$ cat src/rtl/song_reader_if.sv
// Bundle of the play controls, song ROM port and note-player load/done
// handshake seen by song_reader. The master side is the sequencer.
interface song_reader_if #(
    parameter int SONG_BITS     = 2,
    parameter int NOTE_IDX_BITS = 5
);
    logic                               play;
    logic [SONG_BITS-1:0]               song;
    logic                               note_done;
    logic [SONG_BITS+NOTE_IDX_BITS-1:0] rom_addr;
    logic [11:0]                        rom_data;
    logic [5:0]                         note;
    logic [5:0]                         duration;
    logic                               new_note;
    logic                               song_done;

    modport master (
        input  play, song, note_done, rom_data,
        output rom_addr, note, duration, new_note, song_done
    );

    modport slave (
        output play, song, note_done, rom_data,
        input  rom_addr, note, duration, new_note, song_done
    );
endinterface

$ cat src/rtl/song_reader.sv
// Walks the selected song in the song ROM and hands each note to the note
// player with a one-cycle new_note strobe, waiting for note_done in between.
module song_reader #(
    parameter int SONG_BITS     = 2,
    parameter int NOTE_IDX_BITS = 5
) (
    input  logic          clk,
    input  logic          reset,
    song_reader_if.master bus
);
    typedef enum logic [2:0] {
        IDLE,
        FETCH,
        DATA,
        WAIT,
        END,
        HALT
    } state_t;

    localparam logic [NOTE_IDX_BITS-1:0] LAST_IDX = '1;

    state_t                   state_reg, state_next;
    logic [NOTE_IDX_BITS-1:0] note_index_reg, note_index_next;
    logic [SONG_BITS-1:0]     song_q_reg, song_q_next;
    logic [5:0]               note_reg, note_next;
    logic [5:0]               duration_reg, duration_next;
    logic                     new_note_reg, new_note_next;
    logic                     song_done_reg, song_done_next;

    always_ff @(posedge clk or negedge reset) begin
        if (!reset) begin
            state_reg      <= IDLE;
            note_index_reg <= '0;
            song_q_reg     <= '0;
            note_reg       <= '0;
            duration_reg   <= '0;
            new_note_reg   <= 1'b0;
            song_done_reg  <= 1'b0;
        end else begin
            state_reg      <= state_next;
            note_index_reg <= note_index_next;
            song_q_reg     <= song_q_next;
            note_reg       <= note_next;
            duration_reg   <= duration_next;
            new_note_reg   <= new_note_next;
            song_done_reg  <= song_done_next;
        end
    end

    always_comb begin
        state_next      = state_reg;
        note_index_next = note_index_reg;
        song_q_next     = song_q_reg;
        note_next       = note_reg;
        duration_next   = duration_reg;
        new_note_next   = 1'b0;
        song_done_next  = 1'b0;

        // A new song selection abandons the current one silently; song_q is
        // picked up again once back in IDLE.
        if (state_reg != IDLE && bus.song != song_q_reg) begin
            state_next      = IDLE;
            note_index_next = '0;
        end else begin
            case (state_reg)
                IDLE: begin
                    song_q_next = bus.song;
                    if (bus.play) state_next = FETCH;
                end
                FETCH: begin
                    if (bus.play) state_next = DATA;
                end
                DATA: begin
                    if (bus.play) begin
                        if (bus.rom_data[5:0] == 6'd0) begin
                            state_next     = END;
                            song_done_next = 1'b1;
                        end else begin
                            note_next     = bus.rom_data[11:6];
                            duration_next = bus.rom_data[5:0];
                            new_note_next = 1'b1;
                            state_next    = WAIT;
                        end
                    end
                end
                WAIT: begin
                    if (bus.note_done) begin
                        if (note_index_reg == LAST_IDX) begin
                            state_next     = END;
                            song_done_next = 1'b1;
                        end else begin
                            note_index_next = note_index_reg + 1'b1;
                            state_next      = FETCH;
                        end
                    end
                end
                END: begin
                    note_index_next = '0;
                    state_next      = HALT;
                end
                HALT: begin
                    // Require play to drop so a held play does not loop the song.
                    if (!bus.play) state_next = IDLE;
                end
                default: state_next = IDLE;
            endcase
        end
    end

    assign bus.rom_addr  = {song_q_reg, note_index_reg};
    assign bus.note      = note_reg;
    assign bus.duration  = duration_reg;
    assign bus.new_note  = new_note_reg;
    assign bus.song_done = song_done_reg;
endmodule

$ cat src/flat_wrapper.sv
// flat-port wrapper written by rule: the top's interface ports become plain ports
module song_reader_flat 
#(
    parameter int SONG_BITS     = 2,
    parameter int NOTE_IDX_BITS = 5
)
  (clk, reset, bus_play, bus_song, bus_note_done, bus_rom_data, bus_rom_addr, bus_note, bus_duration, bus_new_note, bus_song_done);
  song_reader_if #(.SONG_BITS(SONG_BITS), .NOTE_IDX_BITS(NOTE_IDX_BITS)) bus_i ();
  input  logic clk;
  input  logic reset;
  input wire logic [$bits(bus_i.play)-1:0] bus_play;
  input wire logic [$bits(bus_i.song)-1:0] bus_song;
  input wire logic [$bits(bus_i.note_done)-1:0] bus_note_done;
  input wire logic [$bits(bus_i.rom_data)-1:0] bus_rom_data;
  output wire logic [$bits(bus_i.rom_addr)-1:0] bus_rom_addr;
  output wire logic [$bits(bus_i.note)-1:0] bus_note;
  output wire logic [$bits(bus_i.duration)-1:0] bus_duration;
  output wire logic [$bits(bus_i.new_note)-1:0] bus_new_note;
  output wire logic [$bits(bus_i.song_done)-1:0] bus_song_done;
  assign bus_i.play = bus_play;
  assign bus_i.song = bus_song;
  assign bus_i.note_done = bus_note_done;
  assign bus_i.rom_data = bus_rom_data;
  assign bus_rom_addr = bus_i.rom_addr;
  assign bus_note = bus_i.note;
  assign bus_duration = bus_i.duration;
  assign bus_new_note = bus_i.new_note;
  assign bus_song_done = bus_i.song_done;
  song_reader #(.SONG_BITS(SONG_BITS), .NOTE_IDX_BITS(NOTE_IDX_BITS)) u_core (.clk(clk), .reset(reset), .bus(bus_i));
endmodule
$ cat config.mk
export PLATFORM = sky130hd
export DESIGN_NAME = song_reader_flat
export DESIGN_NICKNAME = d
export VERILOG_FILES = /design/src/rtl/song_reader_if.sv /design/src/rtl/song_reader.sv /design/src/flat_wrapper.sv
export SDC_FILE = /design/constraint.sdc
export NUM_CORES = 1
export LEC_CHECK = 0
export CAP_MARGIN = 20
export CORE_ASPECT_RATIO = 1.2
export CORE_MARGIN = 1.5
export CORE_UTILIZATION = 48
export CTS_BUF_LIST = sky130_fd_sc_hd__clkbuf_4
export DETAILED_ROUTE_END_ITERATION = 6
export GPL_TIMING_DRIVEN = 0
export PLACE_DENSITY = 0.9
export SLEW_MARGIN = 20
export SYNTH_ARGS = -nofsm -noshare
export SYNTH_HDL_FRONTEND = slang
export SYNTH_SLANG_ARGS = --single-unit
$ cat constraint.sdc
create_clock -name clk -period 1.95 [get_ports clk]
set_input_delay 0.39 -clock clk [delete_from_list [all_inputs] [get_ports clk]]
set_output_delay 0.39 -clock clk [all_outputs]
set_load 0.03 [all_outputs]
# == Word-level counts from Yosys, hierarchy flattened ==
# Index checks and enable logic that the tools add are counted.
# classes
mux,23
n_eq_ne,13
n_addsub,1
reduce_logical,9
n_shift,0
n_bitwise,2
mul,0
div,0
order_cmp,0
# op_table
operator,n
$mux 3,8
$ne 3x2->1 const B,6
$pmux 3 s6,1
$mux 5,3
$pmux 5 s2,1
$mux 1,9
$eq 3x2->1 const B,2
$eq 3x3->1 const B,2
$logic_not 6->1,1
$reduce_bool 3->1,2
$add 5x1->5 const B,1
$eq 5x5->1 const B,1
$reduce_and 5->1,1
$reduce_and 4->1,1
$eq 3x1->1 const B,1
$logic_not 3->1,1
$reduce_and 3->1,1
$ne 2x2->1,1
$not 1->1,2
$pmux 1 s2,1
$reduce_and 2->1,1
$logic_and 1x1->1,1
# word_totals
latchBits,0
output_inout_bits,21
wordCells,55
rom_bits,0
n_memories,0
ram_bits,0
ff_bits,24

# == Logic depth before layout (Yosys ltp) ==
# depth
word_depth,5
depth_mapped,7
depth_no_buf,7

# == Worst setup path after synthesis ==
# Ideal clock, no wire load.
# synth_path
path_type,register to register
from,register u_core.note_index_reg[0]
to,register u_core.note_index_reg[0]
required_time_ps,1870
path_slack_ps,-74
stages_incl_launch_ff,8
n_path_buf,0
arrival_time_ps,1944
setup_time_ps,80
cell_sequence,dfrtp_1 -> ha_1 -> and3_1 -> ha_1 -> and4bb_1 -> o31ai_1 -> nand3_1 -> mux2i_1
# synth_between
elab_chain_len,5
elab_cells_between_ends,8
classes_between,add/sub: 1; eq/ne: 2; mux: 4; reduce/logical: 1
# synth_lines
element,line,rtl
from (decl),song_reader.sv:23,"logic [NOTE_IDX_BITS-1:0] note_index_reg, note_index_next;"
from (signal assigned),song_reader.sv:41,note_index_reg <= note_index_next;
$add 5x1->5,song_reader.sv:92,note_index_next = note_index_reg + 1'b1;
$mux 5,song_reader.sv:88,if (note_index_reg == LAST_IDX) begin
$mux 5,song_reader.sv:87,if (bus.note_done) begin
$pmux 5 s2,song_reader.sv:65,case (state_reg)
$mux 5,song_reader.sv:61,if (state_reg != IDLE && bus.song != song_q_reg) begin
# Several ways; a longest one is shown, not always the timed one. The select of a mux whose other input is x is not followed.
# A chain may end at the register's enable or synchronous reset.

# == Final worst setup path ==
# layout_path
from,register u_core.song_q_reg[1]
to,output bus_rom_addr[6]
# layout_rtl
element,line,rtl
from (decl),song_reader.sv:24,"logic [SONG_BITS-1:0] song_q_reg, song_q_next;"
from (signal assigned),song_reader.sv:42,song_q_reg <= song_q_next;
to (decl),flat_wrapper.sv:15,output wire logic [$bits(bus_i.rom_addr)-1:0] bus_rom_addr;
# No word-level cell between the ends.

==> impl_metrics.py <==
metrics = {
    "clock_tree": {
        "clock_latency_ns": 0.33,
        "cts-root-buf": "clkbuf_4",
        "hold_buffers": 0,
        "cts_sinks": 24,
        "cts_buffers": 3,
        "clockBufferDepth": 2,
        "cts_tree": "done",
        "cts_max_level": 1,
        "clkSlewWorstSetupHoldPaths_ns": 0.14,
    },
    "floorplanning": {
        "die_x_um": 50.5,
        "die-height_um": 60.0,
        "initial_core_util_pct": 50.8,
        "rows": 20,
        "dieArea_um2": 3030,
        "num_io_pins": 39,
        "core_area_um2": 2550,
    },
    "setup_path": {
        "crit_start": "u_core.song_q_reg[1]$_DFFE_PN0P_",
        "rr_worst_depth": 7,
        "cp_num_buf_inv": 1,
        "regToRegSetupSlack_ns": 0.07,
        "crit_path_top_delay_cell": "clkdlybuf4s50_1",
        "worstPathRequired_ns": 1.56,
        "critPathKind": "reg -> out",
        "critical-path-top-delay-family": "buffers and inverters",
        "timing.rr.start": "u_core.note_index_reg[1]$_DFFE_PN0P_",
        "r2r_end": "u_core.note_index_reg[3]$_DFFE_PN0P_",
        "start_kind": "register",
        "critical-path-max-stage-delay_ns": 0.72,
        "path_max_fanout": 3,
        "crit_chain": "clkdlybuf4s50_1",
        "crit_arrival_ns": 1.50,
        "setup.worst_path.end_class": "output pin",
    },
    "timing": {
        "period_share_pct": 97.0,
        "slew-limit-headroom_pct": 64.5,
        "setup_viol": 0,
        "finClkSkew_ns": 0.0154,
        "clock.fmax_mhz": 528,
        "min_period_ns": 1.89,
        "worst_pin_slew_ns": 0.532,
        "holdWs_ns": 0.00986,
        "final-hold-violation-count": 0,
        "drv_slew": 0,
    },
    "flow_run": {
        "max_cap_viol_count": 0,
    },
    "layout": {
        "fin_cells": 197,
        "layout_common_cells": "33 x clkdlybuf4s50_1, 22 x dfrtp_1, 9 x mux2_4",
        "diodes": 0,
        "area_growth_pct": 49.5,
        "fin_util_pct": 76.0,
        "fin_nets": 185,
        "drive_gt1_share_pct": 23.8,
        "final_common_cell": "clkdlybuf4s50_1",
        "n_fill_cell": 182,
        "fin_area_um2": 1940,
    },
    "power_and_ir_drop": {
        "p_switching_mw": 1.19,
        "internal-power_mw": 1.58,
        "finalPower_mw": 2.77,
        "pwr-share-clk_pct": 13.2,
        "powerDensity_nw_per_um2": 1430,
        "sequentialPowerShare_pct": 28.0,
        "combinationalPowerShare_pct": 58.8,
        "ir_drop_uv": 1090,
        "p_sw_share_pct": 42.9,
        "p_leak_nw": 0.823,
    },
    "synthesis": {
        "synth.top_cell.area_share_pct": 46.3,
        "synth_nets": 135,
        "synth_flop_cell": "dfrtp_1",
        "synth.distinct_cells": 40,
        "synth_cells": 115,
        "synth_area_leader_cell": "dfrtp_1",
        "synthTopCellsByArea": "dfrtp_1 46%, mux2_4 10%, mux2_1 4.3%",
        "synth_area_um2": 1300,
        "synth-seq-cells": 24,
        "ys_seq_area_share_pct": 46.3,
        "ys_warn_count": 0,
        "synth_edf_count": 0,
        "async_flop_share_pct": 100,
        "avgSynthCellArea_um2": 11.3,
    },
    "routing": {
        "drc": 0,
        "wirelength_um": 3180,
        "drtAntennaViolNets": 0,
        "viasPerCell": 5.89,
        "num_vias": 1161,
        "wire_per_inst_um": 16.2,
        "first_pass_iters": 4,
        "drt-initial-drc-count": 47,
    },
    "grt": {
        "grt_pass1_wl_um": 5300,
        "antenna_found_initial": 0,
        "grt_max_degree": 25,
        "grt.overflow.total": 0,
        "first_global_vias": 1158,
        "track_usage_pct": 22.9,
    },
    "placement": {
        "portBuffers": 38,
        "routabilityCongestion": 0.869,
        "dp_hpwl_um": 2100,
        "place_area_um2": 1720,
        "place_inst": 186,
    },
    "run_status": {
        "status": "complete, no violations",
    },
    "worst_hold_path": {
        "hold_path_class": "in -> async",
    },
}
## logic make-up after synthesis
family	Yosys count	share of synthesized area, %
multiplexers	16	16.3
AO/OA/AOI/OAI	24	13.3
flip-flops	24	46.3
XOR/XNOR	2	2.51
buffers and inverters	14	4.72
adder cells (fa/ha/maj)	2	1.93
AND/OR/NAND/NOR	33	14.9
## how the worst max path moves through the flow
stage	endpoint	slack [ns]	cells after the start
final	bus_rom_addr[6]	0.06	1
after CTS	u_core.note_index_reg[0]$_DFFE_PN0P_	0.006	7
after global routing	u_core.note_index_reg[2]$_DFFE_PN0P_	-0.002	7
after floorplan	u_core.note_index_reg[0]$_DFFE_PN0P_	0.03	7
after global placement	u_core.bus.duration[4]$_DFFE_PN0P_	-0.43	7
after detailed placement	u_core.bus.duration[5]$_DFFE_PN0P_	-0.44	7
## synthesized netlist by cell type (all sizes together), types with 2 or more instances
library cell / instances
mux2i: 2
dfrtp: 24
and3: 2
buf: 3
clkbuf: 3
nand2: 4
a22oi: 2
nor3: 3
inv: 8
nor2: 4
nand4: 4
a32oi: 4
o22ai: 3
o31ai: 3
nor4: 2
o21ai: 5
xor2: 2
nand3: 7
ha: 2
mux2: 14
## stage by stage
step / TNS (ns) / setup WS (ns)
6_report: 0 / 0.0578
3_5_place_dp: -5.55 / -0.438
4_1_cts: 0 / 0.00556
2_1_floorplan: 0 / 0.0297
3_3_place_gp: -5.18 / -0.431
5_1_grt: -0.00187 / -0.00187
## power by group through the flow
stage / clock [mW] / combinational, mW / sequential (mW)
floorplan: 0 / 0.684 / 1.03
global placement: 0 / 1.39 / 0.761
detailed placement: 0 / 1.42 / 0.775
CTS: 0.365 / 1.50 / 0.779
global route: 0.384 / 1.74 / 0.794
finish: 0.365 / 1.63 / 0.775
## layer usage
metal / track usage, % / vias to the layer above / wire length, um / part of all wire [%]
met3: 4.00 / 12 / 240 / 7.5
met5: 0 / - / 0 / 0
met1: 27.4 / 559 / 1210 / 38
met2: 42.3 / 60 / 1670 / 52
li1: - / 530 / - / -
met4: 6.56 / 0 / 65 / 2.0
## layout make-up
class / count / area (um^2) / area share, %
Inverter: 8 / 30.0 / 1.55
Sequential cell: 24 / 603 / 31.1
Tap cell: 33 / 41.3 / 2.13
Clock buffer: 3 / 22.5 / 1.16
Timing Repair Buffer: 45 / 438 / 22.6
Multi-Input combinational cell: 77 / 743 / 38.3
Buffer: 6 / 31.3 / 1.61
Clock inverter: 1 / 30.0 / 1.55
## repair_timing
action / 4_1_cts / 5_1_grt
setup endpoints to repair: 14 / 17
gates resized for setup: 6 / 15
setup buffers: 3 / 4
pin swaps: 3 / 8
Note: power is estimated with default switching activity, not from simulation.
